### src/rtl/data_mem_master.sv
// Data memory initiator: maps byte-addressed MEM-stage loads/stores onto a
// word-wide memory with one-cycle registered reads, stalling until complete.
module data_mem_master #(
  parameter int unsigned ADDRESS_SIZE = 32,
  parameter int unsigned WORD_SIZE    = 32
) (
  input  logic                    clk,
  input  logic                    rst,
  input  logic                    Req,
  input  logic                    ReqWrite,
  input  logic [1:0]              ReqSize,
  input  logic                    ReqUnsigned,
  input  logic [ADDRESS_SIZE-1:0] ReqAddr,
  input  logic [WORD_SIZE-1:0]    ReqWData,
  output logic                    Stall,
  output logic                    RespValid,
  output logic [WORD_SIZE-1:0]    LoadData,
  output logic                    AddrErr,
  output logic [ADDRESS_SIZE-1:0] MemAddress,
  output logic [WORD_SIZE-1:0]    MemWriteData,
  output logic                    MemRead,
  output logic                    MemWrite,
  input  logic [WORD_SIZE-1:0]    MemReadData
);

  localparam logic [1:0] SZ_BYTE = 2'b00;
  localparam logic [1:0] SZ_HALF = 2'b01;
  localparam logic [1:0] SZ_WORD = 2'b10;
  localparam logic [1:0] SZ_RSVD = 2'b11;

  typedef enum logic [2:0] {IDLE, RD, CAP, WR, DONE} state_t;

  state_t                  r_state, w_state_nxt;
  logic                    r_write, w_write_nxt;
  logic [1:0]              r_size, w_size_nxt;
  logic                    r_unsigned, w_unsigned_nxt;
  logic [1:0]              r_lane, w_lane_nxt;
  logic [15:0]             r_wdata_lo, w_wdata_lo_nxt;
  logic                    r_mem_read, w_mem_read_nxt;
  logic                    r_mem_write, w_mem_write_nxt;
  logic                    r_resp_valid, w_resp_valid_nxt;
  logic                    r_addr_err, w_addr_err_nxt;
  logic [WORD_SIZE-1:0]    r_load_data, w_load_data_nxt;
  logic [WORD_SIZE-1:0]    r_mem_wdata, w_mem_wdata_nxt;
  logic [ADDRESS_SIZE-1:0] r_mem_address, w_mem_address_nxt;

  logic                    w_req_err;
  logic                    w_req_word_store;
  logic [7:0]              w_lane_byte;
  logic [15:0]             w_lane_half;
  logic [WORD_SIZE-1:0]    w_load_ext;
  logic [WORD_SIZE-1:0]    w_merged;

  assign w_req_err = (ReqSize == SZ_RSVD) ||
                     ((ReqSize == SZ_HALF) && ReqAddr[0]) ||
                     ((ReqSize == SZ_WORD) && (ReqAddr[1:0] != 2'b00));
  assign w_req_word_store = ReqWrite && (ReqSize == SZ_WORD);

  // Lane extraction/extension for loads and byte-lane merge for partial stores
  always_comb begin
    w_lane_byte = MemReadData[{r_lane, 3'b000} +: 8];
    w_lane_half = MemReadData[{r_lane[1], 4'b0000} +: 16];
    case (r_size)
      SZ_BYTE: w_load_ext = {{(WORD_SIZE-8){~r_unsigned & w_lane_byte[7]}}, w_lane_byte};
      SZ_HALF: w_load_ext = {{(WORD_SIZE-16){~r_unsigned & w_lane_half[15]}}, w_lane_half};
      default: w_load_ext = MemReadData;
    endcase
    w_merged = MemReadData;
    if (r_size == SZ_BYTE) begin
      w_merged[{r_lane, 3'b000} +: 8] = r_wdata_lo[7:0];
    end else begin
      w_merged[{r_lane[1], 4'b0000} +: 16] = r_wdata_lo;
    end
  end

  // Next state and next values of every registered output
  always_comb begin
    w_state_nxt       = r_state;
    w_write_nxt       = r_write;
    w_size_nxt        = r_size;
    w_unsigned_nxt    = r_unsigned;
    w_lane_nxt        = r_lane;
    w_wdata_lo_nxt    = r_wdata_lo;
    w_mem_read_nxt    = 1'b0;
    w_mem_write_nxt   = 1'b0;
    w_resp_valid_nxt  = 1'b0;
    w_addr_err_nxt    = r_addr_err;
    w_load_data_nxt   = r_load_data;
    w_mem_wdata_nxt   = r_mem_wdata;
    w_mem_address_nxt = r_mem_address;
    case (r_state)
      IDLE: begin
        if (Req) begin
          w_write_nxt       = ReqWrite;
          w_size_nxt        = ReqSize;
          w_unsigned_nxt    = ReqUnsigned;
          w_lane_nxt        = ReqAddr[1:0];
          w_wdata_lo_nxt    = ReqWData[15:0];
          w_mem_address_nxt = {2'b00, ReqAddr[ADDRESS_SIZE-1:2]};
          if (w_req_err) begin
            w_state_nxt      = DONE;
            w_resp_valid_nxt = 1'b1;
            w_addr_err_nxt   = 1'b1;
            w_load_data_nxt  = '0;
          end else if (w_req_word_store) begin
            w_state_nxt     = WR;
            w_mem_write_nxt = 1'b1;
            w_mem_wdata_nxt = ReqWData;
          end else begin
            w_state_nxt    = RD;
            w_mem_read_nxt = 1'b1;
          end
        end
      end
      RD: w_state_nxt = CAP;
      CAP: begin
        if (r_write) begin
          w_state_nxt     = WR;
          w_mem_write_nxt = 1'b1;
          w_mem_wdata_nxt = w_merged;
        end else begin
          w_state_nxt      = DONE;
          w_resp_valid_nxt = 1'b1;
          w_addr_err_nxt   = 1'b0;
          w_load_data_nxt  = w_load_ext;
        end
      end
      WR: begin
        w_state_nxt      = DONE;
        w_resp_valid_nxt = 1'b1;
        w_addr_err_nxt   = 1'b0;
        w_load_data_nxt  = '0;
      end
      DONE:    w_state_nxt = IDLE;
      default: w_state_nxt = IDLE;
    endcase
  end

  always_ff @(posedge clk) begin
    if (rst) begin
      r_state       <= IDLE;
      r_write       <= 1'b0;
      r_size        <= 2'b00;
      r_unsigned    <= 1'b0;
      r_lane        <= 2'b00;
      r_wdata_lo    <= '0;
      r_mem_read    <= 1'b0;
      r_mem_write   <= 1'b0;
      r_resp_valid  <= 1'b0;
      r_addr_err    <= 1'b0;
      r_load_data   <= '0;
      r_mem_wdata   <= '0;
      r_mem_address <= '0;
    end else begin
      r_state       <= w_state_nxt;
      r_write       <= w_write_nxt;
      r_size        <= w_size_nxt;
      r_unsigned    <= w_unsigned_nxt;
      r_lane        <= w_lane_nxt;
      r_wdata_lo    <= w_wdata_lo_nxt;
      r_mem_read    <= w_mem_read_nxt;
      r_mem_write   <= w_mem_write_nxt;
      r_resp_valid  <= w_resp_valid_nxt;
      r_addr_err    <= w_addr_err_nxt;
      r_load_data   <= w_load_data_nxt;
      r_mem_wdata   <= w_mem_wdata_nxt;
      r_mem_address <= w_mem_address_nxt;
    end
  end

  assign Stall        = Req & ~r_resp_valid;
  assign RespValid    = r_resp_valid;
  assign LoadData     = r_load_data;
  assign AddrErr      = r_addr_err;
  assign MemAddress   = r_mem_address;
  assign MemWriteData = r_mem_wdata;
  assign MemRead      = r_mem_read;
  assign MemWrite     = r_mem_write;

endmodule

### config.mk
export PLATFORM = sky130hd
export DESIGN_NAME = data_mem_master
export DESIGN_NICKNAME = d
export VERILOG_FILES = /design/src/rtl/data_mem_master.sv
export SDC_FILE = /design/constraint.sdc
export NUM_CORES = 1
export LEC_CHECK = 0
export ABC_CLOCK_PERIOD_IN_PS = 6150
export CAP_MARGIN = 20
export CORE_ASPECT_RATIO = 0.75
export CORE_MARGIN = 2
export CORE_UTILIZATION = 49
export DETAILED_ROUTE_END_ITERATION = 16
export HOLD_SLACK_MARGIN = 0.1
export PLACE_DENSITY = 0.86
export SYNTH_ARGS = -nofsm -noshare
export SYNTH_HDL_FRONTEND = slang
export SYNTH_SLANG_ARGS = --single-unit
### constraint.sdc
create_clock -name clk -period 6.15 [get_ports clk]
set_input_delay 0.9225 -clock clk [delete_from_list [all_inputs] [get_ports clk]]
set_output_delay 0.9225 -clock clk [all_outputs]
set_load 0.05 [all_outputs]
==> metrics.cfg, run 1 <==
[drt]
drt.antenna.violating_nets = 0
via_per_inst = 5.99
vias = 6316
drt-total-wl_mm = 20.6
drt_iter0_drc = 585
drt_pre_antenna_iters = 5
drt-wirelength-per-cell_um = 19.5
drcViolationCount = 0

[pwr]
totalPowerFinal_w = 0.00229
power_leakage_nw = 3.04
p_per_area_nw_per_um2 = 268
peakVddDrop_mv = 0.246

[clock_tree]
cts_sinks = 123
cts_resized = 0
cts_inserted_buffers = 17
clockRootBuffer = clkbuf_16
insertion_delay_ns = 0.42
post_cts_buffers = 0
cts.htree.levels = 4
clockBufferDepth = 2
clkTransAtPathRegs_ns = 0.06
ctsHoldBuffers = 0
cts_tree = yes

[setup_path]
worstSetupStartpointType = input port
crit_path_max_incr_delay_ns = 0.83
crit_path_cell_trace = clkdlybuf4s50_1 > nor2b_1 > clkdlybuf4s50_1
cp.required_ns = 5.23
cp-end-kind = output pin
path_class = in -> out
slowest_stage = clkdlybuf4s50_1
worstPathMaxFanout = 4
path_common_cell = clkdlybuf4s50_1
arrival_ns = 2.46

[layout]
nFillCells = 856
fin_area_um2 = 8530
regArea_um2 = 2460
final_nets = 988
syn_to_final_growth_pct = 43.8
final_layout_size_suffix_gt1_share_pct = 5.71
postLayoutCoreUtil_pct = 72.9
multiInputGateArea_um2 = 3130
insertedDiodeCount = 0

[synth]
synth_common_cells = 123 x dfxtp_1, 116 x nand2_1, 90 x a21oi_1
synthDistinctLibCells = 53
synth_top_flop_cell = dfxtp_1
synth_area_leaders = dfxtp_1 42%, a21oi_1 7.6%, nand2_1 7.3%, a221o_1 3.7%, mux2i_1 3.7%
synthCells = 718
seq_area_frac_synth_pct = 41.5
ys_async_sr_fraction_pct = 0
synth_area_per_cell_um2 = 8.26
synth.most_common_cell = dfxtp_1
ys_ff_latch = 123
mappedNetlistArea_um2 = 5930
netlist.area_leader.share_pct = 41.5
ys_warn_count = 0
synth_edf_count = 0
synth_area_leader_cell = dfxtp_1

[global_routing]
grt_use_total_pct = 31.6
grt_max_degree = 110
grt_pass1_wl_mm = 31.9
gr-total-overflow = 0
antenna_found_initial = 0
grt_pass1_vias = 5895

[floorplanning]
io_pins = 204
die_area_um2 = 13000
start_util_pct = 50.7
design.core.area_um2 = 11700
fp.dieW_um = 131
die_height_um = 99.3
std_cell_rows = 34

[min_path]
hp-class = reg -> reg

[sta]
fin_tns_setup_ns = 0
skew_ns = 0.0103
slew_violations = 0
fin_crit_sh_pct = 54.9
tightest_slew_ns = 1.12
relSlewSlack_pct = 25.0
max_freq_mhz = 296
rsz0062_at_grt = no
setup_viol = 0
period_minus_slack_ns = 3.38
hold_violations = 0

[outcome]
status = finished clean

[job]
cap_violations = 0

[placed_design]
place_area_um2 = 7940
place.gp.congestion = 0.933
hpwl_mm = 14.5
numPortBuffers = 201

-- power by group --
group | switching, W | internal, W
Combinational | 0.000260 | 0.000164
Sequential | 0.0000340 | 0.000831
Clock | 0.000399 | 0.000603
-- cell families after synthesis --
kind of cell             count (synthesis)  synth area share (%)
AND/OR/NAND/NOR                        252                  20.5
AO/OA/AOI/OAI                          225                  26.2
flip-flops                             123                  41.5
buffers and inverters                   87                  6.20
multiplexers                            25                  4.47
adder cells (fa/ha/maj)                  5                  1.05
other                                    1                0.0632
-- layer usage --
layer | vias to the layer above | GRT usage, % | share of wire (%)
met5 | - | 0 | 0
met4 | 0 | 10.6 | 2.4
met3 | 41 | 8.98 | 9.1
met2 | 356 | 47.6 | 45
met1 | 2970 | 43.5 | 44
li1 | 2949 | - | -
-- worst max-delay path, delay by kind of cell --
kind,cells,cell delay (ns)
buffers and inverters,2,1.37
and+or+nand+nor,1,0.16
-- registers in the layout (all words and copies together), names as in the netlist --
signal	cells
r_wdata_lo	16
MemAddress	30
LoadData	32
MemWriteData	32
r_unsigned	1
AddrErr	1
r_state	3
r_lane	2
RespValid	1
r_size	2
MemWrite	1
r_write	1
MemRead	1
-- metrics by stage --
stage,hold WS (ns),worst slack (ns),cells
final,0.456,2.77,1055
after global routing,0.478,2.48,1055
after CTS,0.457,2.77,1055
after detailed placement,0.451,2.79,1023
after global placement,0.442,2.78,1023
after floorplan,0.448,3.56,719
-- layout make-up --
| type | count | area share, % |
|---|---|---|
| multi-input combinational | 509 | 36.7 |
| tap | 162 | 2.38 |
| timing repair buffer | 209 | 24.2 |
| sequential | 123 | 28.9 |
| inverter | 20 | 0.880 |
| clock inverter | 15 | 1.91 |
| clock buffer | 17 | 4.99 |
-- placed cells by master (no fill, tap or decap), types with 6 or more instances in the layout --
| master | n |
|---|---|
| a211oi_1 | 8 |
| a21oi_1 | 90 |
| a221o_1 | 22 |
| a221oi_1 | 24 |
| and3b_1 | 6 |
| buf_4 | 8 |
| clkbuf_16 | 17 |
| clkdlybuf4s50_1 | 200 |
| dfxtp_1 | 123 |
| inv_1 | 20 |
| mux2i_1 | 22 |
| nand2_1 | 116 |
| nand2b_1 | 16 |
| nand3b_1 | 16 |
| nor2_1 | 48 |
| nor3_1 | 21 |
| o21ai_0 | 16 |
| o21ai_1 | 6 |
| o311ai_0 | 8 |
| o32ai_1 | 8 |
| o41ai_1 | 16 |
-- path summary, 6_finish.rpt --
kind	from	endpoint	slack [ns]	cells after the start
setup / recovery	Req	Stall	2.77	3
setup reg to reg	r_lane[1]$_SDFFE_PP0P_	MemWriteData[17]$_SDFFE_PP0P_	2.78	7
hold reg to reg	MemAddress[17]$_SDFFE_PP0P_	MemAddress[17]$_SDFFE_PP0P_	0.46	2
hold / removal	MemAddress[17]$_SDFFE_PP0P_	MemAddress[17]$_SDFFE_PP0P_	0.46	2
No activity file was read; power rests on OpenSTA's default activity.
==> inputs of run 2 (changes only) <==
Settings changed: ABC_CLOCK_PERIOD_IN_PS 6150 to 3200, CORE_UTILIZATION 49 to 46, PLACE_DENSITY 0.86 to 0.81.
Clock period 6.15 ns to 3.2 ns, I/O delays scaled along.
==> run 2 against run 1 <==
- combinational power up 96%
- sequential cell count unchanged
- non-clock buffer count up 10
- total power up 92%
- critical endpoint is now MemWriteData[18]$_SDFFE_PP0P_
- largest cell class unchanged
- largest power group unchanged
==> metrics.cfg, run 2 (synthesis results as in run 1) <==
[sta]
rsz0062_at_grt = no
period_minus_slack_ns = 2.63
fin_tns_setup_ns = 0
max_freq_mhz = 381
slew_violations = 0
skew_ns = 0.00734
fin_crit_sh_pct = 82.1
hold_violations = 0
relSlewSlack_pct = 30.3
tightest_slew_ns = 1.05
setup_viol = 0

[pwr]
p_per_area_nw_per_um2 = 511
power_leakage_nw = 3.09
totalPowerFinal_w = 0.00441
peakVddDrop_mv = 0.347

[layout]
insertedDiodeCount = 0
syn_to_final_growth_pct = 45.4
final_cell_mix = 200 x clkdlybuf4s50_1, 123 x dfxtp_1, 116 x nand2_1
final_common_cell = clkdlybuf4s50_1
final_layout_size_suffix_gt1_share_pct = 6.76
final_nets = 998

[global_routing]
grt_max_degree = 110
grt_pass1_vias = 6062
antenna_found_initial = 0
gr-total-overflow = 0
grt.busiest_layer = met2
grtUsageMet3_pct = 7.69
grt_use_total_pct = 29.6
met1_usage_pct = 40.0
grt_use_met2_pct = 46.4
grt_pass1_wl_mm = 32.1

[clock_tree]
clockRootBuffer = clkbuf_16
cts_resized = 0
cts_sinks = 123
ctsHoldBuffers = 0
clkTransAtPathRegs_ns = 0.06
cts_inserted_buffers = 17
cts.htree.levels = 4
post_cts_buffers = 0
clockBufferDepth = 2
insertion_delay_ns = 0.42
cts_tree = yes

[setup_path]
cp.required_ns = 3.49
reg2regPathDepth = 6
r2r_start = r_lane[1]$_SDFFE_PP0P_
r2r-end = MemWriteData[18]$_SDFFE_PP0P_
path_class = reg -> reg
cp-end-kind = register
rrSetupSlack_ns = 0.57
worstPathMaxFanout = 9
arrival_ns = 2.91
worstSetupStartpointType = register

[drt]
drt-total-wl_mm = 20.5
drt.antenna.violating_nets = 0
drt_iter0_drc = 492
drcViolationCount = 0
drt_pre_antenna_iters = 5
via_per_inst = 5.96
drt-wirelength-per-cell_um = 19.2
vias = 6374

[floorplanning]
fp.dieW_um = 135
io_pins = 204
std_cell_rows = 35
die_area_um2 = 13800
start_util_pct = 47.7
die_height_um = 102
design.core.area_um2 = 12400

[min_path]
hp-start = MemAddress[19]$_SDFFE_PP0P_
hp-class = reg -> reg
min_path_cells = 2
hold_end = MemAddress[19]$_SDFFE_PP0P_

[outcome]
status = finished clean

[placed_design]
hpwl_mm = 14.8
numPortBuffers = 201
place.gp.congestion = 0.849

[job]
cap_violations = 0

[run 2: final cells by class]
type | count | area [um2]
multi-input combinational | 509 | 3130
clock inverter | 15 | 164
timing repair buffer | 219 | 2150
inverter | 20 | 75.1
tap | 166 | 208
clock buffer | 17 | 425
sequential | 123 | 2460
fill | 968 | 3810
[run 2: power by group]
part | internal, W | switching, W | leakage (nW) | total, W
logic | 0.000324 | 0.000504 | 1.81 | 0.000828
clock network | 0.00116 | 0.000759 | 0.279 | 0.00192
registers | 0.00160 | 0.0000614 | 1.00 | 0.00166
[run 2: worst max path at each step]
stage / cells past startpoint / startpoint / to
floorplan: 9 / r_lane[1]$_SDFFE_PP0P_ / MemWriteData[16]$_SDFFE_PP0P_
global placement: 6 / Req / LoadData[0]$_SDFFE_PP0P_
detailed placement: 6 / Req / LoadData[2]$_SDFFE_PP0P_
CTS: 6 / r_lane[1]$_SDFFE_PP0P_ / MemWriteData[18]$_SDFFE_PP0P_
global route: 6 / r_lane[0]$_SDFFE_PP0P_ / MemWriteData[18]$_SDFFE_PP0P_
finish: 6 / r_lane[1]$_SDFFE_PP0P_ / MemWriteData[18]$_SDFFE_PP0P_
[run 2: worst max-delay path, cell delays in order, from the launching register on]
cell and delay, ns:
dfxtp_1 0.33, inv_1 0.09, ha_1 0.31, or3b_1 0.53
o22ai_1 0.58, a221oi_1 0.25, o41ai_1 0.42
[run 2: through the flow]
step	utilization (%)	cell area, um2	std cells	setup WS, ns	hold slack (ns)
floorplan	-	5940	719	0.610	0.448
global placement	64.6	8030	1037	0.394	0.442
detailed placement	64.6	8030	1037	0.325	0.447
CTS	69.3	8620	1069	0.669	0.455
global route	69.3	8620	1069	0.431	0.481
finish	69.3	8620	1069	0.573	0.455
[run 2: per-layer routing]
| metal | wire [um] | share of wire, % | up-vias |
|---|---|---|---|
| li1 | - | - | 2982 |
| met1 | 8950 | 44 | 3018 |
| met2 | 9200 | 45 | 335 |
| met3 | 1910 | 9.3 | 39 |
| met4 | 482 | 2.3 | 0 |
| met5 | 0 | 0 | - |
==> inputs of run 3 (changes only) <==
Settings changed: ABC_CLOCK_PERIOD_IN_PS 3200 to 2100, CORE_UTILIZATION 46 to 41, PLACE_DENSITY 0.81 to 0.76.
Clock period 3.2 ns to 2.1 ns, I/O delays scaled along.
==> run 3 against run 2 <==
- sequential cell count unchanged
- clock power is 65% higher
- largest power group unchanged
- fmax up 30%
- die area grew 12%
- routed wire length decreased by 2.6%
- via count decreased by 1.1%
- highest routed layer unchanged
- global-route usage decreased by 3.8 points
- final area increased by 4.9%
- sequential power is 51% higher
- utilization shrank 6.1 points
==> metrics.cfg, run 3 (synthesis results as in run 1) <==
[layout]
final_cell_mix = 199 x clkdlybuf4s50_1, 122 x dfxtp_1, 116 x nand2_1
final_nets = 1026
fin_area_um2 = 9040
insertedDiodeCount = 0
nFillCells = 1218
regArea_um2 = 2460
final_layout_size_suffix_gt1_share_pct = 10.4
multiInputGateArea_um2 = 3170
final_common_cell = clkdlybuf4s50_1
syn_to_final_growth_pct = 52.5

[clock_tree]
cts_sinks = 123
clockRootBuffer = clkbuf_16
cts_inserted_buffers = 17
cts_tree = yes
clkTransAtPathRegs_ns = 0.06
ctsHoldBuffers = 0
clockBufferDepth = 2
insertion_delay_ns = 0.42
cts.htree.levels = 4

[global_routing]
grt_max_degree = 110
grt_pass1_vias = 5811
antenna_found_initial = 0
grt_use_total_pct = 25.8
gr-total-overflow = 0
grt_pass1_wl_mm = 31.2

[setup_path]
worstPathMaxFanout = 8
cp-end-kind = register
critPathTopFamily = compound AO/OA/AOI/OAI gates
slowest_stage = or3b_4
setup.worst_path.start = r_lane[0]$_SDFFE_PP0P_
critPathBufInv = 3
arrival_ns = 2.35
r2r-end = MemWriteData[22]$_SDFFE_PP0P_
cp.required_ns = 2.42
crit_cells = 8
worstSetupStartpointType = register
crit_path_end = MemWriteData[22]$_SDFFE_PP0P_
crit_path_max_incr_delay_ns = 0.45
reg2regPathDepth = 8
r2r_start = r_lane[0]$_SDFFE_PP0P_
rrSetupSlack_ns = 0.08
path_class = reg -> reg
crit_path_cell_trace = inv_2 > ha_4 > or3b_4 > o22ai_4 > buf_6 > buf_4 > a221oi_1 > o41ai_1

[pwr]
p_per_area_nw_per_um2 = 775
power_leakage_nw = 3.29
peakVddDrop_mv = 0.684
swShare_pct = 28.6
seqPwrFrac_pct = 35.7
p_switching_w = 0.00200
comb_power_share_pct = 19.2
totalPowerFinal_w = 0.00701
power.internal_w = 0.00501
clockPowerShare_pct = 45.1

[floorplanning]
die_height_um = 108
design.core.area_um2 = 14300
io_pins = 204
start_util_pct = 41.4
std_cell_rows = 38
fp.dieW_um = 143
die_area_um2 = 15500

[drt]
drt-total-wl_mm = 20.0
vias = 6304
drcViolationCount = 0
drt_iter0_drc = 528
drt-wirelength-per-cell_um = 17.7
via_per_inst = 5.57
drt.antenna.violating_nets = 0
drt_pre_antenna_iters = 5

[sta]
max_freq_mhz = 494
setup_viol = 0
relSlewSlack_pct = 63.6
slew_violations = 0
layout_setup_ws_ns = 0.0752
fin_crit_sh_pct = 96.4
tightest_slew_ns = 0.546
skew_ns = 0.00891
whs_ns = 0.440
rsz0062_at_grt = no
fin_tns_setup_ns = 0
hold_violations = 0
period_minus_slack_ns = 2.02

[placed_design]
dp_slack_ns = -0.308
place.gp.congestion = 0.944
hpwl_mm = 14.2
numPortBuffers = 201
place_area_um2 = 8350

[min_path]
hp-class = in -> reg
min_path_cells = 3

[job]
cap_violations = 0

[outcome]
status = finished clean

==> run 3: layout make-up <==
class / instances / area share, %
Inverter: 20 / 0.830
Tap cell: 200 / 2.77
Clock inverter: 13 / 2.12
Timing Repair Buffer: 247 / 27.1
Multi-Input combinational cell: 509 / 35.1
Sequential cell: 123 / 27.2
Clock buffer: 19 / 4.90
==> run 3: layer usage <==
layer	part of all wire, %	track usage (%)
met2	42	38.6
met4	1.7	7.14
met5	0	0
met1	45	35.3
met3	11	9.30
==> run 3: repair_timing <==
action | CTS | global route
setup endpoints to repair | 12 | 19
setup buffers | 0 | 3
pin swaps | 0 | 3
gates resized for setup | 1 | 8
==> run 3: worst min-delay path by stage <==
stage | from | to
finish | ReqAddr[12] | MemAddress[10]$_SDFFE_PP0P_
CTS | ReqAddr[24] | MemAddress[22]$_SDFFE_PP0P_
global placement | MemAddress[10]$_SDFFE_PP0P_ | MemAddress[10]$_SDFFE_PP0P_
detailed placement | MemAddress[5]$_SDFFE_PP0P_ | MemAddress[5]$_SDFFE_PP0P_
floorplan | r_wdata_lo[10]$_SDFFE_PP0P_ | r_wdata_lo[10]$_SDFFE_PP0P_
global route | ReqAddr[26] | MemAddress[24]$_SDFFE_PP0P_
==> run 3: power groups by stage <==
stage,Sequential [W],Combinational (W),Clock [W]
finish,0.00251,0.00134,0.00316
global route,0.00251,0.00144,0.00331
CTS,0.00250,0.00132,0.00319
floorplan,0.00276,0.000544,0
detailed placement,0.00255,0.00131,0
global placement,0.00255,0.00130,0
==> run 3: worst register-to-register path, stage by stage, from the launching register on <==
cell and delay (ns):
dfxtp_1 0.35, inv_2 0.08, ha_4 0.26, or3b_4 0.45
o22ai_4 0.19, buf_6 0.15, buf_4 0.10, a221oi_1 0.10
o41ai_1 0.25
==> run 3: stage by stage <==
step                instances  utilization, %
global placement         1096            58.4
global route             1131            63.2
CTS                      1128            62.8
detailed placement       1096            58.4
finish                   1131            63.2
floorplan                 719               -
